<file path="src/rtl/symbol_tile_reader.sv">
// Scans a 16x16 tile of the 160x120 framebuffer and reports per-row hit masks
// and a total hit count for pixels matching MATCH_COLOUR.
module symbol_tile_reader #(
  parameter logic [2:0] MATCH_COLOUR = 3'b011
) (
  input  logic        i_clk,
  input  logic        i_reset_n,
  input  logic        i_start,
  input  logic [7:0]  i_x,
  input  logic [6:0]  i_y,
  output logic [7:0]  o_rd_x,
  output logic [6:0]  o_rd_y,
  output logic        o_rd_en,
  input  logic [2:0]  i_rd_colour,
  output logic [15:0] o_row_mask,
  output logic [3:0]  o_row_idx,
  output logic        o_row_valid,
  output logic [8:0]  o_count,
  output logic        o_busy,
  output logic        o_done
);

  typedef enum logic [1:0] {IDLE, SCAN, DRAIN} state_t;

  typedef struct packed {
    logic       inr;
    logic [3:0] col;
    logic [3:0] row;
  } slot_t;

  state_t      r_state, w_next;
  logic [7:0]  r_xl;
  logic [6:0]  r_yl;
  logic [7:0]  r_k;
  logic        r_drain;
  logic [1:0]  r_vld_pipe;
  slot_t       r_s, r_e;
  logic [15:0] r_mask;

  logic        w_accept, w_issue, w_inr, w_hit, w_row_end;
  logic [7:0]  w_slot, w_bx;
  logic [6:0]  w_by;
  logic [8:0]  w_cx;
  logic [7:0]  w_ry;
  logic [15:0] w_mask_full;

  assign w_accept = (r_state == IDLE) && i_start;
  assign w_issue  = w_accept || ((r_state == SCAN) && (r_k != 8'hFF));
  assign o_busy   = (r_state != IDLE);

  always_ff @(posedge i_clk or negedge i_reset_n) begin
    if (!i_reset_n) r_state <= IDLE;
    else            r_state <= w_next;
  end

  always_comb begin
    w_next = r_state;
    case (r_state)
      IDLE:    if (i_start) w_next = SCAN;
      SCAN:    if (r_k == 8'hFF) w_next = DRAIN;
      DRAIN:   if (r_drain) w_next = IDLE;
      default: w_next = IDLE;
    endcase
  end

  // Next slot's address; on accept the raw inputs feed slot 0 directly so the
  // first read lands in cycle 1.
  assign w_bx   = w_accept ? i_x : r_xl;
  assign w_by   = w_accept ? i_y : r_yl;
  assign w_slot = w_accept ? 8'd0 : r_k + 8'd1;
  assign w_cx   = {1'b0, w_bx} + {5'd0, w_slot[3:0]};
  assign w_ry   = {1'b0, w_by} + {4'd0, w_slot[7:4]};
  assign w_inr  = (w_cx < 9'd160) && (w_ry < 8'd120);

  assign w_hit     = r_vld_pipe[1] && r_e.inr && (i_rd_colour == MATCH_COLOUR);
  assign w_row_end = r_vld_pipe[1] && (r_e.col == 4'hF);

  always_comb begin
    w_mask_full = r_mask;
    w_mask_full[r_e.col] = w_hit;
  end

  always_ff @(posedge i_clk or negedge i_reset_n) begin
    if (!i_reset_n) begin
      r_xl        <= '0;
      r_yl        <= '0;
      r_k         <= '0;
      r_drain     <= 1'b0;
      r_vld_pipe  <= '0;
      r_s         <= '0;
      r_e         <= '0;
      r_mask      <= '0;
      o_rd_x      <= '0;
      o_rd_y      <= '0;
      o_rd_en     <= 1'b0;
      o_row_mask  <= '0;
      o_row_idx   <= '0;
      o_row_valid <= 1'b0;
      o_count     <= '0;
      o_done      <= 1'b0;
    end else begin
      r_drain    <= (r_state == DRAIN) && !r_drain;
      r_vld_pipe <= {r_vld_pipe[0], w_issue};
      r_e        <= r_s;

      if (w_accept) begin
        r_xl <= i_x;
        r_yl <= i_y;
        r_k  <= '0;
      end else if (w_issue) begin
        r_k <= r_k + 8'd1;
      end

      // Read stage: address and in-range flag registered together.
      if (w_issue) begin
        o_rd_x  <= w_cx[7:0];
        o_rd_y  <= w_ry[6:0];
        o_rd_en <= w_inr;
        r_s     <= '{inr: w_inr, col: w_slot[3:0], row: w_slot[7:4]};
      end else begin
        o_rd_en <= 1'b0;
      end

      // Evaluate stage: one cycle behind the read stage.
      if (w_accept) begin
        r_mask  <= '0;
        o_count <= '0;
      end else if (r_vld_pipe[1]) begin
        r_mask <= w_row_end ? 16'h0000 : w_mask_full;
        if (w_hit) o_count <= o_count + 9'd1;
      end

      o_row_valid <= w_row_end;
      o_done      <= w_row_end && (r_e.row == 4'hF);
      if (w_accept) begin
        o_row_mask <= '0;
        o_row_idx  <= '0;
      end else if (w_row_end) begin
        o_row_mask <= w_mask_full;
        o_row_idx  <= r_e.row;
      end
    end
  end

endmodule

</file>
<file path="config.mk">
export PLATFORM = sky130hd
export DESIGN_NAME = symbol_tile_reader
export DESIGN_NICKNAME = d
export VERILOG_FILES = /design/src/rtl/symbol_tile_reader.sv
export SDC_FILE = /design/constraint.sdc
export NUM_CORES = 1
export LEC_CHECK = 0
export BUFFER_PORTS_ARGS = -buffer_cell sky130_fd_sc_hd__buf_2
export CORE_ASPECT_RATIO = 0.5
export CORE_MARGIN = 1
export CORE_UTILIZATION = 56
export DETAILED_ROUTE_END_ITERATION = 16
export PLACE_DENSITY = 0.88
export SLEW_MARGIN = 10
export SYNTH_ARGS = -nofsm -noshare
export SYNTH_HDL_FRONTEND = slang
export SYNTH_SLANG_ARGS = --single-unit
</file>
<file path="constraint.sdc">
create_clock -name i_clk -period 3.7 [get_ports i_clk]
set_clock_uncertainty 0.1 [all_clocks]
set_input_delay 0.555 -clock i_clk [delete_from_list [all_inputs] [get_ports i_clk]]
set_output_delay 0.555 -clock i_clk [all_outputs]
set_load 0.02 [all_outputs]
</file>
After elaboration in Yosys (flattened, before gate mapping) --
Cells that the tools add are included. Widths: inputs -> output; s select.
Operators by class: add/sub/neg operators 4, magnitude comparators 4, eq/ne operators 10, mux-type cells 23, reduce and logical (&&, ||, !) cells 19
Operator list (number):
- $mux 16 | 5
- $mux 8 | 4
- $mux 9 | 3
- $bwmux 16 | 1
- $reduce_bool 2->1 | 5
- $add 8x4->9 | 1
- $add 9x1->9 const B | 1
- $logic_and 1x1->1 | 9
- $lt 9x8->1 const B | 1
- $add 7x4->8 | 1
- $add 8x1->8 const B | 1
- $eq 4x4->1 const B | 2
- $eq 8x8->1 const B | 1
- $lt 8x7->1 const B | 1
- $mux 4 | 2
- $ne 8x8->1 const B | 1
- $mux 7 | 1
- $mux 2 | 3
- $pmux 2 s3 | 1
- $lt 4x5->1 const B | 1
- $demux 1 s4 | 1
- $ge 4x1->1 const B | 1
- $ne 2x2->1 const B | 2
- $eq 3x2->1 const B | 1
- 9 further kinds | 10
Word-level totals: register bits 109, input port bits 21, output and inout port bits 48

Depth between registers and ports, before layout --
depth in word-level cells 8, gate-level depth with buffers 16

Worst setup path before layout --
Ideal clock, no wire load.
path kind input -> register, start in i_start, end reg r_s[8] (netlist name), setup time 0.130 ns, arrival 2.994 ns, data required time 3.470 ns, slack 0.477 ns, stages on the path 13, buffers on the path 4, cell sequence nor3b_2 > buf_6 > buf_6 > clkbuf_1 > buf_2 > nor2_1 > ha_1 > fa_1 > a21o_1 > a21oi_1 > xnor2_1 > nor4_2 > o31ai_1
Between the ends: word-level cells in the longest chain between the ends 5
RTL lines:
- start, declared | RTL line 8 | input logic i_start,
- $logic_and 1x1->1 | RTL line 47 | assign w_accept = (r_state == IDLE) && i_start;
- $mux 8 | RTL line 70 | assign w_slot = w_accept ? 8'd0 : r_k + 8'd1;
- net w_slot[4] | RTL line 41 | logic [7:0] w_slot, w_bx;
- $add 7x4->8 | RTL line 72 | assign w_ry = {1'b0, w_by} + {4'd0, w_slot[7:4]};
- $lt 8x7->1 | RTL line 73 | assign w_inr = (w_cx < 9'd160) && (w_ry < 8'd120);
- $logic_and 1x1->1 | RTL line 73
- end signal, assigned | RTL line 119 | r_s <= '{inr: w_inr, col: w_slot[3:0], row: w_slot[7:4]};
- end, declared | RTL line 37 | slot_t r_s, r_e;
The timed path passes the listed nets, and every way through them passes these cells. A chain may end at the register's enable or synchronous reset.

Final worst setup path --
start reg r_k[0], end reg r_s[8] (netlist name)
Between the ends: word-level cells in the longest chain between the ends 5
RTL lines:
- start, declared | RTL line 34 | logic [7:0] r_k;
- start signal, assigned | RTL line 111 | r_k <= r_k + 8'd1;
- $add 8x1->8 | RTL line 70
- $mux 8 | RTL line 70
- net w_slot[6] | RTL line 41
- $add 7x4->8 | RTL line 72
- $lt 8x7->1 | RTL line 73
- $logic_and 1x1->1 | RTL line 73
The timed path passes the listed nets, and every way through them passes these cells.

==> qor.csv <==
metric,value,unit
grt_pass1_vias,3486,
rsz0062_at_grt,no,
holdWs,0.237,ns
avgViaCountPerCell,5.55,
synth_cell_types,42,
drt_iter0_drc,238,
crit_required,3.86,ns
post_dp_cell_area,5330,µm²
tightest_slew,0.997,ns
dp_hpwl,6.81,mm
num_io_pins,69,
syn_inst,486,
wl,10.1,mm
fin_crit_sh,88.1,%
synth_edf_count,0,
final_common_cell,dfrtp_1,
ctsResizeCount,0,
setup_ws,0.439,ns
antenna_found_initial,0,
drv_cap,0,
synth-seq-area-share,55.3,%
clockBufferDepth,2,
synth_flop_cell,dfrtp_1,
postSynthAreaPerCell,10.1,µm²
synth_area_leaders,"dfrtp_1 55%, nand2_1 7.4%, mux2i_1 4.3%",
vias,3693,
postCtsSetupBuffers,0,
max_freq,0.307,GHz
gp_congestion,0.900,
portBuffers,68,
ys_ff_latch,108,
syn_to_final_growth,15.4,%
total_power,4.19,mW
slew_headroom,33.3,%
fin_area,5640,µm²
cts_tree,done,
fin_crit,3.26,ns
leakage,2.78,nW
cts_sinks,108,
worstHoldPathType,primary input to async pin,
critPathKind,flop to flop,
drive_above_1_share,18.2,%
wire_per_inst,15.2,µm
peakVddDrop,0.419,mV
powerDensity,742,nW/µm²
synth_async_sr_flop_share,100,%
synth_top_area_share,55.3,%
crit_path_max_fanout,6,
cts_hold_repair.buffers,0,
numCtsBuffers,9,
die_area,9130,µm²
setup_viol,0,
fillers,657,
drtAntennaViolNets,0,
rows,23,
dieWidth,134,µm
htree_levels,3,
start_util,59.4,%
slew_viol_final,0,
hold_violations,0,
grt_max_degree,77,
grt_pass1_wl,16.8,mm
grt_usage,24.2,%
root_buffer,clkbuf_16,
setup_tns,0,ns
placed_cells,650,
start_kind,flop,
clkSlewWorstSetupHoldPaths,0.07,ns
gr-total-overflow,0,
final_cell_mix,"108 x dfrtp_1, 96 x nand2_1, 67 x buf_2, 53 x nor2_1, 33 x o21ai_0",
yosys.area.top_type,dfrtp_1,
worstSetupEndpointType,flop,
rr_worst_depth,12,
die_y,68.1,µm
fin_cells,666,
post-route-drc-count,0,
outcome,completed,
diodes,0,
worstPathArrival,3.42,ns
core,8230,µm²
clk_latency,0.35,ns
nNetsFinal,582,
syn_nets,519,
firstDrtPassIters,5,
final_util,68.6,%
syn_area,4890,µm²
ys_warn_count,0,
dp_slack,0.457,ns
[kinds of logic after synthesis]
kind of cell / Yosys count / share of synthesized area [%]
and+or+nand+nor: 197 / 17.5
buffers and inverters: 37 / 3.40
adders and majority gates: 12 / 3.38
AOI/OAI and AO/OA: 80 / 10.1
xor gates and xnor gates: 25 / 4.48
muxes: 27 / 5.91
DFF: 108 / 55.3
[per-layer routing]
metal  wire length (µm)  part of all wire [%]  vias up  GRT usage, %
li1                   -                     -     1775             -
met1               4650                    46     1799          31.8
met2               4810                    48      109          40.8
met3                505                   5.0       10          5.93
met4                131                   1.3        0          7.58
met5                  0                     0        -             0
[synth_stat cells (2+ instances only)]
master    count
nor2_1       53
a21o_1        8
buf_2         4
or3_1         2
dfrtp_1     108
ha_1         10
fa_1          2
and3_1        5
nand2b_1      5
nand3_1       8
clkbuf_1     14
inv_1        13
a21oi_1      12
xnor2_1      11
nor3_1       12
a211o_1       2
o21ai_0      33
mux2i_1      21
nor2b_1       2
buf_6         3
mux2_2        5
a221oi_1      2
nand4_1       8
xor2_1       14
a211oi_1     16
buf_1         2
nand2_1      96
[power breakdown]
group | leakage (nW) | internal [mW] | switching (mW)
sequential | 1.42 | 1.48 | 0.205
clock | 0.155 | 0.556 | 0.454
combinational | 1.20 | 0.554 | 0.943
[critical path, stage by stage, from the launching register on]
cell	delay, ns
dfrtp_1	0.44
ha_1	0.25
and3_1	0.24
nand3_1	0.15
xor2_1	0.24
nor2_1	0.10
ha_1	0.34
or2_2	0.30
a31oi_1	0.27
nor2_4	0.06
a221oi_1	0.30
o21ai_1	0.14
o31ai_1	0.24
[state kept, by name (all words and copies together), names as in the netlist, 2 cells and up]
signal,cells
o_count,9
r_xl,8
r_k,8
r_state,2
o_row_mask,16
o_rd_y,7
r_e,9
r_yl,7
r_s,9
r_mask,15
o_rd_x,8
o_row_idx,4
r_vld_pipe,2
[worst paths after layout]
kind / start / end / slack [ns]
min: i_reset_n / r_drain / 0.24
max in group asynchronous: i_reset_n / r_mask[11] / 2.59
min in group i_clk: r_vld_pipe[0] / r_vld_pipe[1] / 0.26
max reg2reg: r_k[0] / r_s[8] / 0.44
max: r_k[0] / r_s[8] / 0.44
min reg2reg: r_vld_pipe[0] / r_vld_pipe[1] / 0.26
[final cells by class]
class                   instances  area, µm²  share of cell area, %
clock buffers                  10        239                   4.24
clock inverters                 6       73.8                   1.31
repair buffers                 75        408                   7.23
well taps                     112        140                   2.48
multi-input cells             341       2030                   35.9
inverters                      14       52.6                  0.931
flip-flops and latches        108       2700                   47.9
(Power assumes the default switching activity.)
